<file path="src/rtl/aes_key_ctrl.sv">
// rtl/aes_key_ctrl.sv - AES-128 key-expansion sequencer for aes_key_gen
// Optional round-key backpressure: define AES_KEY_STALL_EN.
module aes_key_ctrl #(
    parameter int         NUM_ROUNDS = 10,
    parameter logic [7:0] RCON_INIT  = 8'h01
) (
    input  logic         clk,
    input  logic         rst,
    input  logic         start,
    input  logic         abort,
    input  logic [127:0] key_in,
    output logic [127:0] kg_key,
    output logic         kg_en,
    output logic         kg_next_rnd,
    output logic [7:0]   kg_r_con,
    output logic         rk_valid,
    output logic [3:0]   rk_round,
    input  logic         rk_ready,
    output logic         busy,
    output logic         done
);

    typedef enum logic [1:0] {IDLE, LOAD, EXPAND, DONE} state_t;

    localparam logic [3:0] LAST_STEP = 4'(NUM_ROUNDS);

    state_t     state;
    logic       adv_q;
    logic       adv;
    logic       ready_ok;
    logic       handoff;
    logic [3:0] step;

    function automatic logic [7:0] xtime(input logic [7:0] r);
        return {r[6:0], 1'b0} ^ (r[7] ? 8'h1b : 8'h00);
    endfunction

`ifdef AES_KEY_STALL_EN
    // key_gen only advances once the key it currently holds has been taken
    assign ready_ok = rk_ready;
    assign adv      = adv_q & (~rk_valid | rk_ready);
`else
    logic unused_rk_ready;
    assign unused_rk_ready = rk_ready;
    assign ready_ok        = 1'b1;
    assign adv             = adv_q;
`endif

    assign kg_en   = adv;
    assign handoff = (state == DONE) & rk_valid & (rk_round == LAST_STEP) & ready_ok;
    assign done    = handoff & ~abort;

    always_ff @(posedge clk or posedge rst) begin
        if (rst) begin
            state       <= IDLE;
            kg_key      <= '0;
            adv_q       <= 1'b0;
            kg_next_rnd <= 1'b0;
            kg_r_con    <= RCON_INIT;
            rk_valid    <= 1'b0;
            rk_round    <= 4'd0;
            busy        <= 1'b0;
            step        <= 4'd0;
        end else begin
`ifdef AES_KEY_STALL_EN
            rk_valid <= adv | (rk_valid & ~rk_ready);
`else
            rk_valid <= adv;
`endif
            if (adv)
                rk_round <= rk_round + 4'd1;

            case (state)
                IDLE: begin
                    if (start) begin
                        state       <= LOAD;
                        kg_key      <= key_in;
                        adv_q       <= 1'b1;
                        kg_next_rnd <= 1'b0;
                        kg_r_con    <= RCON_INIT;
                        step        <= 4'd1;
                        rk_round    <= 4'd0;
                        rk_valid    <= 1'b0;
                        busy        <= 1'b1;
                    end
                end
                LOAD, EXPAND: begin
                    // step counts kg_en pulses including the one in flight
                    if (adv) begin
                        if (step == LAST_STEP) begin
                            state <= DONE;
                            adv_q <= 1'b0;
                        end else begin
                            state       <= EXPAND;
                            kg_next_rnd <= 1'b1;
                            kg_r_con    <= xtime(kg_r_con);
                            step        <= step + 4'd1;
                        end
                    end
                end
                DONE: begin
                    if (handoff) begin
                        state <= IDLE;
                        busy  <= 1'b0;
                    end
                end
                default: state <= IDLE;
            endcase

            if (abort && state != IDLE) begin
                state    <= IDLE;
                adv_q    <= 1'b0;
                rk_valid <= 1'b0;
                busy     <= 1'b0;
            end
        end
    end

endmodule

</file>
<file path="config.mk">
export PLATFORM = sky130hd
export DESIGN_NAME = aes_key_ctrl
export DESIGN_NICKNAME = d
export VERILOG_FILES = /design/src/rtl/aes_key_ctrl.sv
export SDC_FILE = /design/constraint.sdc
export NUM_CORES = 1
export LEC_CHECK = 0
export CAP_MARGIN = 5
export CORE_MARGIN = 2
export CORE_UTILIZATION = 30
export CTS_CLUSTER_DIAMETER = 50
export CTS_CLUSTER_SIZE = 16
export DETAILED_ROUTE_END_ITERATION = 8
export HOLD_SLACK_MARGIN = 0.15
export MAX_ROUTING_LAYER = met4
export SETUP_SLACK_MARGIN = 0.4
export SYNTH_ARGS = -nofsm -noshare
export SYNTH_HDL_FRONTEND = slang
export SYNTH_SLANG_ARGS = --single-unit
</file>
<file path="constraint.sdc">
create_clock -name clk -period 6.4 [get_ports clk]
set_input_delay 0.64 -clock clk [delete_from_list [all_inputs] [get_ports clk]]
set_output_delay 0.64 -clock clk [all_outputs]
set_load 0.03 [all_outputs]
</file>
# Yosys cells after proc, flatten, opt, wreduce, memory -nomap -nowiden
# Index checks and enable logic that the tools add are counted.
[word_totals]
reg_bits = 150
inputBits = 133
out_inout_bits = 145
word_cells = 72
[classes]
n_addsub = 2
n_eq_ne = 11
mux = 33
bitwise = 5
n_reduce_logical = 12
[op_table]
columns = ["cell", "count"]
rows = [
  ["2-to-1 mux 4 bit", 6],
  ["2-to-1 mux 8 bit", 3],
  ["one-hot mux 8 bit (2 select lines)", 1],
  ["2-to-1 mux 1 bit", 13],
  ["adder 4 x 1 -> 4 bit (second input constant)", 2],
  ["== test 4 bit (second input constant)", 2],
  ["2-to-1 mux 2 bit", 4],
  ["one-hot mux 4 bit (2 select lines)", 1],
  ["bitwise XOR 8 x 5 -> 8 bit", 1],
  ["inequality test 2 bit (second input constant)", 3],
  ["inequality test 3 bit (second input constant)", 2],
  ["one-hot mux 1 bit (2 select lines)", 3],
  ["one-hot mux 2 bit (3 select lines)", 1],
  ["AND reduction 3 bit", 2],
  ["nonzero test 3 bit", 2],
  ["2-to-1 mux 5 bit", 1],
  ["== test 2 bit (second input constant)", 2],
  ["AND reduction 2 bit", 2],
  ["AND reduction 4 bit", 1],
  ["nonzero test 2 bit", 2],
  ["AND 1 bit", 3],
  ["inequality test 3 x 2 -> 1 bit (second input constant)", 1],
  ["== test 2 x 1 -> 1 bit (second input constant)", 1],
  ["logical NOT 2 bit", 1],
  ["3 further kinds", 3],
]

# Longest topological paths before layout
# Gate-level depths: netlist (run 1).
[depth]
ltp_word = 6
mapped_depth = 8

# Worst setup path after synthesis (run 1)
# OpenSTA, ideal clock, no wires.
[synth_path]
path_kind = "flip-flop to output port"
startpoint = "register rk_round[1]"
endpoint = "output port done"
t_arrival_ns = 1.455
path_slack_ns = 4.305
stages_incl_launch_ff = 5
path_buffers = 0
cell_sequence = "dfrtp_1 > ha_1 > and4b_1 > nand2_1 > nor2_1"
[synth_between]
elab_chain_len = 3
[synth_lines]
columns = ["element", "line", "text"]
rows = [
  ["start: declaration", "17", "output logic [3:0] rk_round,"],
  ["start signal: assignment", "71", "rk_round <= rk_round + 4'd1;"],
  ["== test 4 bit", "50", "assign handoff = (state == DONE) & rk_valid & (rk_round == LAST_STEP) & ready_ok;"],
  ["AND 1 bit", "50", ""],
  ["AND 1 bit", "51", "assign done = handoff & ~abort;"],
  ["end: declaration", "20", "output logic done"],
]
# Every way passes these cells.

# Final worst setup path (run 1)
[layout_path]
startpoint = "register rk_round[0]"
endpoint = "output port done"
# Same word-level chain as after synthesis.

==> flow_summary.toml, run 1 <==
[power]
pwrdens_nw_per_um2 = 564.3
p_leak_nw = 4.606
irDropWorstVdd_mv = 0.2369
total_power_mw = 5.406

[critical_path]
setup.reg_to_reg.worst_slack_ns = 3.89
worstPathRequired_ns = 5.76
worstSetupPathType = "reg -> out"
critical_path.cell_chain = "inv_1, ha_1, and4b_1, nand2_1, nor2_1, clkdlybuf4s50_1"
crit_path_end_kind = "primary output"
worst_r2r_path_depth = 6
cp_slowest_stage_delay_ns = 0.69
worst_setup_path_start_kind = "flip-flop"
cp_data_arrival_time_ns = 2.18
critPathMaxFanout = 5
critical-path-slowest-cell = "sky130_fd_sc_hd__clkdlybuf4s50_1"

[timing]
timing_max_transition_violations_final = 0
max-slew-margin-rel = 0.3679
rsz0062_at_grt = "false"
maxClockFrequency_ghz = 0.3551
finalSetupTns_ns = 0
final_hold_viol_count = 0
setup_violations = 0
min_period_over_period = 0.4400
fin_worst_skew_ns = 0.009248
fin_crit_ns = 2.816
max_slew.worst_pin.slew_ns = 0.9482

[clock_network]
cts_root_buffer = "sky130_fd_sc_hd__clkbuf_16"
numClockSinks = 150
post_cts_resized = 0
numCtsBuffers = 17
worst_setup_hold_path_clk_slew_ns = 0.06
ctsHoldBuffers = 0
h-tree-depth = 4
clk_latency_ns = 0.41
cts_tree = "yes"
postCtsSetupBuffers = 0
clock_tree_buffer_depth = 2

[logic_synthesis]
yosys.cell_types.count = 42
synth_fa_ha_area_frac = 0.01241
dominantRegCellSynth = "sky130_fd_sc_hd__dfrtp_1"
synth_nets = 799
synth.area.mux_share = 0.01924
post_synth_instance_area_um2 = 6047
dominant_combinational_cell_family_by_area_after_synthesis = "simple AND/OR/NAND/NOR gates"
synth_edf_count = 0
synth_async_sr_flop_share = 1.000
synth.ff_latch_count = 150
synth-compound-area-share = 0.01800
yosys.area_share.simple = 0.2785
netlist_instances = 660
syn-mean-instance-area_um2 = 9.162
synth-seq-area-share = 0.6209
synthXorXnorAreaFrac = 0.008690
yosysWarnings = 0

[floorplanning]
boundaryPins = 278
num_rows = 51
die_width_um = 146.0
die-height_um = 146.0
initial_core_util = 0.3087
floorplan.core_area_um2 = 19590
floorplan.die_area_um2 = 21310

[global_route]
via_count_of_the_first_global_routing_pass = 5091
grt_antenna_before_repair = 0
globalRouteOverflowTotal = 0
grt_first_pass_wirelength_um = 27720
track_usage = 0.1670
grt_max_degree = 80

[job]
max_cap_violations = 0

[route]
viasPerCell = 4.267
drt-initial-drc-count = 257
route.vias.total = 5129
firstDrtPassIters = 5
drt.antenna.violating_nets = 0
wire_per_inst_um = 14.04
count_of_unresolved_drc_violations_after_routing = 0
routed_wl_um = 16880

[cells_and_area]
number_of_antenna_diodes = 0
area_growth_pct = 58.43
layout-drive-gt1-share = 0.04482
finish.net_count = 1064

[place]
dp_hpwl_um = 11350
portBuffers = 276
routabilityCongestion = 0.7580

[hold_path]
worstHoldPathCells = 2
hold_path.class = "reg -> reg"

[outcome]
outcome = "finished, final reports clean"
## report_power, final
| part | internal [mW] | switching (mW) |
|---|---|---|
| registers | 1.40 | 0.257 |
| logic | 1.08 | 1.63 |
| clock network | 0.645 | 0.394 |
| total | 3.12 | 2.28 |
## per-layer routing
metal / global-route usage / up-vias / routed length [µm]
met5: - / - / 0
met4: 0.05146 / 0 / 280
met3: 0.05235 / 17 / 1182
met2: 0.2547 / 179 / 7849
met1: 0.2135 / 2378 / 7568
li1: - / 2555 / -
## Yosys cell counts, types with 2 or more instances
| cell type | instances | share of area |
|---|---|---|
| sky130_fd_sc_hd__inv_1 | 11 | 0.0068 |
| sky130_fd_sc_hd__nor3_1 | 2 | 0.0017 |
| sky130_fd_sc_hd__ha_1 | 6 | 0.012 |
| sky130_fd_sc_hd__a211o_1 | 2 | 0.0029 |
| sky130_fd_sc_hd__a21oi_1 | 3 | 0.0025 |
| sky130_fd_sc_hd__buf_2 | 12 | 0.0099 |
| sky130_fd_sc_hd__nor2_1 | 9 | 0.0056 |
| sky130_fd_sc_hd__xnor2_1 | 4 | 0.0058 |
| sky130_fd_sc_hd__nand2_1 | 401 | 0.25 |
| sky130_fd_sc_hd__mux2i_1 | 9 | 0.015 |
| sky130_fd_sc_hd__o31ai_1 | 2 | 0.0025 |
| sky130_fd_sc_hd__and2_1 | 2 | 0.0021 |
| sky130_fd_sc_hd__dfrtp_1 | 149 | 0.62 |
| sky130_fd_sc_hd__clkbuf_1 | 10 | 0.0062 |
| sky130_fd_sc_hd__buf_6 | 10 | 0.019 |
| sky130_fd_sc_hd__xor2_1 | 2 | 0.0029 |
## layout by cell type (no fill, tap or decap), types with 2 or more instances in the layout
cell / n
sky130_fd_sc_hd__a211o_1: 2
sky130_fd_sc_hd__a21oi_1: 3
sky130_fd_sc_hd__buf_4: 3
sky130_fd_sc_hd__bufinv_16: 3
sky130_fd_sc_hd__clkbuf_16: 17
sky130_fd_sc_hd__clkbuf_8: 3
sky130_fd_sc_hd__clkdlybuf4s50_1: 276
sky130_fd_sc_hd__clkinv_4: 3
sky130_fd_sc_hd__clkinvlp_4: 2
sky130_fd_sc_hd__dfrtp_1: 149
sky130_fd_sc_hd__ha_1: 6
sky130_fd_sc_hd__inv_1: 10
sky130_fd_sc_hd__inv_6: 2
sky130_fd_sc_hd__mux2i_1: 9
sky130_fd_sc_hd__nand2_1: 400
sky130_fd_sc_hd__nor2_1: 9
sky130_fd_sc_hd__nor3_1: 2
sky130_fd_sc_hd__o31ai_1: 2
sky130_fd_sc_hd__xnor2_1: 4
sky130_fd_sc_hd__xor2_1: 2
## critical path: cells and delay by family (launching register included)
family        cells  cell delay (ns)
buf+inv           2             0.77
flops             1             0.44
simple gates      3             0.41
fa+ha+maj         1             0.15
## worst paths after layout
| kind | start | endpoint |
|---|---|---|
| worst max register to register | state[0]$_DFFE_PP0P_ | kg_key[30]$_DFFE_PP0P_ |
| min in group asynchronous | rst | kg_key[62]$_DFFE_PP0P_ |
| max in group asynchronous | rst | kg_key[72]$_DFFE_PP0P_ |
| worst max-delay path | rk_round[0]$_DFF_PP0_ | done |
| worst min-delay path | kg_key[35]$_DFFE_PP0P_ | kg_key[35]$_DFFE_PP0P_ |
| worst min register to register | kg_key[35]$_DFFE_PP0P_ | kg_key[35]$_DFFE_PP0P_ |
## stage by stage
stage / setup slack [ns] / std cells / cell area [µm²] / util / hold WS [ns]
final: 3.584 / 1202 / 9580 / 0.4890 / 0.4694
after global routing: 3.463 / 1202 / 9580 / 0.4890 / 0.4847
after CTS: 3.558 / 1202 / 9580 / 0.4890 / 0.4754
after detailed placement: 3.296 / 1171 / 8965 / 0.4576 / 0.4610
after global placement: 3.309 / 1171 / 8965 / 0.4576 / 0.4562
after floorplan: 1.725 / 660 / 6047 / - / 0.4489
## final cells by class
| type | instances | area [µm²] |
|---|---|---|
| Fill cell | 1883 | 10010 |
| Sequential cell | 150 | 3755 |
| Timing Repair Buffer | 279 | 2785 |
| Multi-Input combinational cell | 466 | 2047 |
| Clock buffer | 21 | 470.5 |
| Tap cell | 265 | 331.6 |
| Clock inverter | 10 | 145.1 |
| Inverter | 11 | 46.29 |
## logic make-up (layout without fill, tap and decap cells)
kind of cell               count (synthesis)  in the layout
and+or+nand+nor                          428            428
DFF                                      150            150
buffers and inverters                     44            321
AOI/OAI and AO/OA                         15             15
muxes                                     11             11
adders and majority gates                  6              6
xor gates and xnor gates                   6              6
## state kept, by name, indices dropped and copies added, names as in the netlist
name,cells
rk_valid,1
step,4
kg_en,1
kg_key,128
state,2
rk_round,4
kg_next_rnd,1
busy,1
kg_r_con,8
No activity file was read; power rests on OpenSTA's default activity.
==> run 2: changes to the inputs <==
clock period = 2.6 ns   (was 6.4 ns; I/O delays follow)
==> run 2 against run 1 <==
  * Via count increased by 0.29%
  * Wire length increased by 0.43%
  * Worst hold slack got worse by 0.16 ns
==> flow_summary.toml, run 2 (same netlist as run 1, synthesis figures left out) <==
[route]
route.vias.total = 5144
wire_per_inst_um = 13.99
drt-initial-drc-count = 217
count_of_unresolved_drc_violations_after_routing = 0
routed_wl_um = 16950
drt.antenna.violating_nets = 0
viasPerCell = 4.244
firstDrtPassIters = 4

[critical_path]
worstSetupStartpoint = "rk_round[0]$_DFF_PP0_"
path_buf_inv = 2
timing.critical_path.depth = 6
crit_end = "done"
worstSetupPathType = "reg -> out"
reg2reg_from = "state[0]$_DFFE_PP0P_"
critPathMaxFanout = 5
cp_slowest_stage_delay_ns = 0.43
critical-path-slowest-cell = "sky130_fd_sc_hd__dfrtp_1"
critical_path.cell_chain = "inv_1, ha_1, and4b_1, nand2_1, nor2_1, clkbuf_2"
setup.reg_to_reg.worst_slack_ns = 0.71
worstPathRequired_ns = 2.34
timing.critical_path.max_delay_family = "flip-flops"
worst_r2r_path_depth = 6
worst_setup_path_start_kind = "flip-flop"
crit_path_end_kind = "primary output"
reg_to_reg_endpoint = "kg_r_con[3]$_DFFE_PP0P_"
cp_data_arrival_time_ns = 1.71

[cells_and_area]
layout-drive-gt1-share = 0.05702
largest-register = "kg_key"
multi_input_gate_area_in_the_final_layout_um2 = 2047
mostFrequentLayoutCells = "400 x sky130_fd_sc_hd__nand2_1, 275 x sky130_fd_sc_hd__clkdlybuf4s50_1, 149 x sky130_fd_sc_hd__dfrtp_1"
number_of_antenna_diodes = 0
reg_top3 = "kg_key (128), kg_r_con (8)"
finish.net_count = 1073
largest_register_ffs = 128
area_growth_pct = 60.09
nFillCells = 1897
layout.area.seq_um2 = 3755
mostFrequentLayoutCell = "sky130_fd_sc_hd__nand2_1"

[timing]
rsz0062_at_grt = "false"
min_period_over_period = 0.7583
fin_worst_skew_ns = 0.01118
setup_violations = 0
finalSetupTns_ns = 0
holdWs_ns = 0.3132
fin_crit_ns = 1.972
final_hold_viol_count = 0
max-slew-margin-rel = 0.5031
maxClockFrequency_ghz = 0.5072
timing_max_transition_violations_final = 0
max_slew.worst_pin.slew_ns = 0.7438

[place]
dp_hpwl_um = 11910
routabilityCongestion = 0.7969
portBuffers = 276

[power]
pwrdens_nw_per_um2 = 1365
irDropWorstVdd_mv = 0.5274
p_leak_nw = 4.656

[clock_network]
cts_tree = "yes"
postCtsSetupBuffers = 0
numCtsBuffers = 17
h-tree-depth = 4
clk_latency_ns = 0.42
worst_setup_hold_path_clk_slew_ns = 0.07
cts_root_buffer = "sky130_fd_sc_hd__clkbuf_16"
clock_tree_buffer_depth = 2
numClockSinks = 150

[global_route]
grt_antenna_before_repair = 0
track_usage = 0.1676
globalRouteOverflowTotal = 0
grt_first_pass_wirelength_um = 27570
via_count_of_the_first_global_routing_pass = 5204
grt_max_degree = 57

[outcome]
outcome = "finished, final reports clean"

[floorplanning]
initial_core_util = 0.3087
die-height_um = 146.0
die_width_um = 146.0
floorplan.core_area_um2 = 19590
num_rows = 51
floorplan.die_area_um2 = 21310
boundaryPins = 278

[job]
max_cap_violations = 0

[hold_path]
hold_path.class = "in -> async"
-- run 2: what timing repair did --
| item | CTS | global route |
|---|---|---|
| setup endpoints to repair | 1 | 1 |
| hold endpoints to repair | 0 | 0 |
| hold buffers | 0 | 0 |
| gates resized for setup | 1 | 2 |
| pin swaps | 0 | 0 |
-- run 2: per-layer routing --
metal  share of wire  track usage  vias up
li1                -            -     2569
met5               0            -        -
met1            0.45       0.2092     2369
met4           0.022      0.06117        0
met3           0.058      0.04107       25
met2            0.47       0.2656      181
-- run 2: worst min path at each step --
stage                                        from                 endpoint  slack [ns]  depth (start not counted)
after floorplan                         key_in[0]    kg_key[0]$_DFFE_PP0P_        0.37                          2
after global placement    kg_key[126]$_DFFE_PP0P_  kg_key[126]$_DFFE_PP0P_        0.46                          2
after detailed placement   kg_key[10]$_DFFE_PP0P_   kg_key[10]$_DFFE_PP0P_        0.46                          2
after CTS                                     rst   kg_key[30]$_DFFE_PP0P_        0.32                          2
after global routing                          rst   kg_key[22]$_DFFE_PP0P_        0.35                          2
final                                         rst   kg_key[30]$_DFFE_PP0P_        0.31                          2
-- run 2: area by class of cell --
class / count / area share
flip-flops and latches: 150 / 0.3879
well taps: 265 / 0.03425
repair buffers: 288 / 0.3032
clock inverters: 13 / 0.01176
inverters: 11 / 0.004653
clock buffers: 19 / 0.04679
multi-input cells: 466 / 0.2115
-- run 2: worst reg2reg max path, stage by stage, from the launching register on --
cell and delay, ns:
sky130_fd_sc_hd__dfrtp_1 0.38, sky130_fd_sc_hd__inv_1 0.05, sky130_fd_sc_hd__ha_1 0.37, sky130_fd_sc_hd__nand2_1 0.18, sky130_fd_sc_hd__nor3_4 0.41, sky130_fd_sc_hd__buf_4 0.24, sky130_fd_sc_hd__mux2i_1 0.18
-- run 2: power by group --
group / internal (mW) / switching (mW) / total (mW) / leakage, nW
Combinational: 2.75 / 4.03 / 6.78 / 2.52
Sequential: 3.44 / 0.636 / 4.08 / 1.86
Clock: 1.30 / 1.05 / 2.35 / 0.273
Total: 7.50 / 5.72 / 13.2 / 4.66
-- run 2: metrics by stage --
stage	util	total power [mW]	setup slack (ns)	instances	instance area, µm²
after global placement	0.4655	10.92	0.5871	1180	9119
after floorplan	-	8.063	0.4518	660	6051
final	0.4942	13.21	0.6284	1212	9681
after global routing	0.4942	14.08	0.5018	1212	9681
after detailed placement	0.4655	10.97	0.5873	1180	9119
after CTS	0.4943	13.40	0.4045	1212	9684
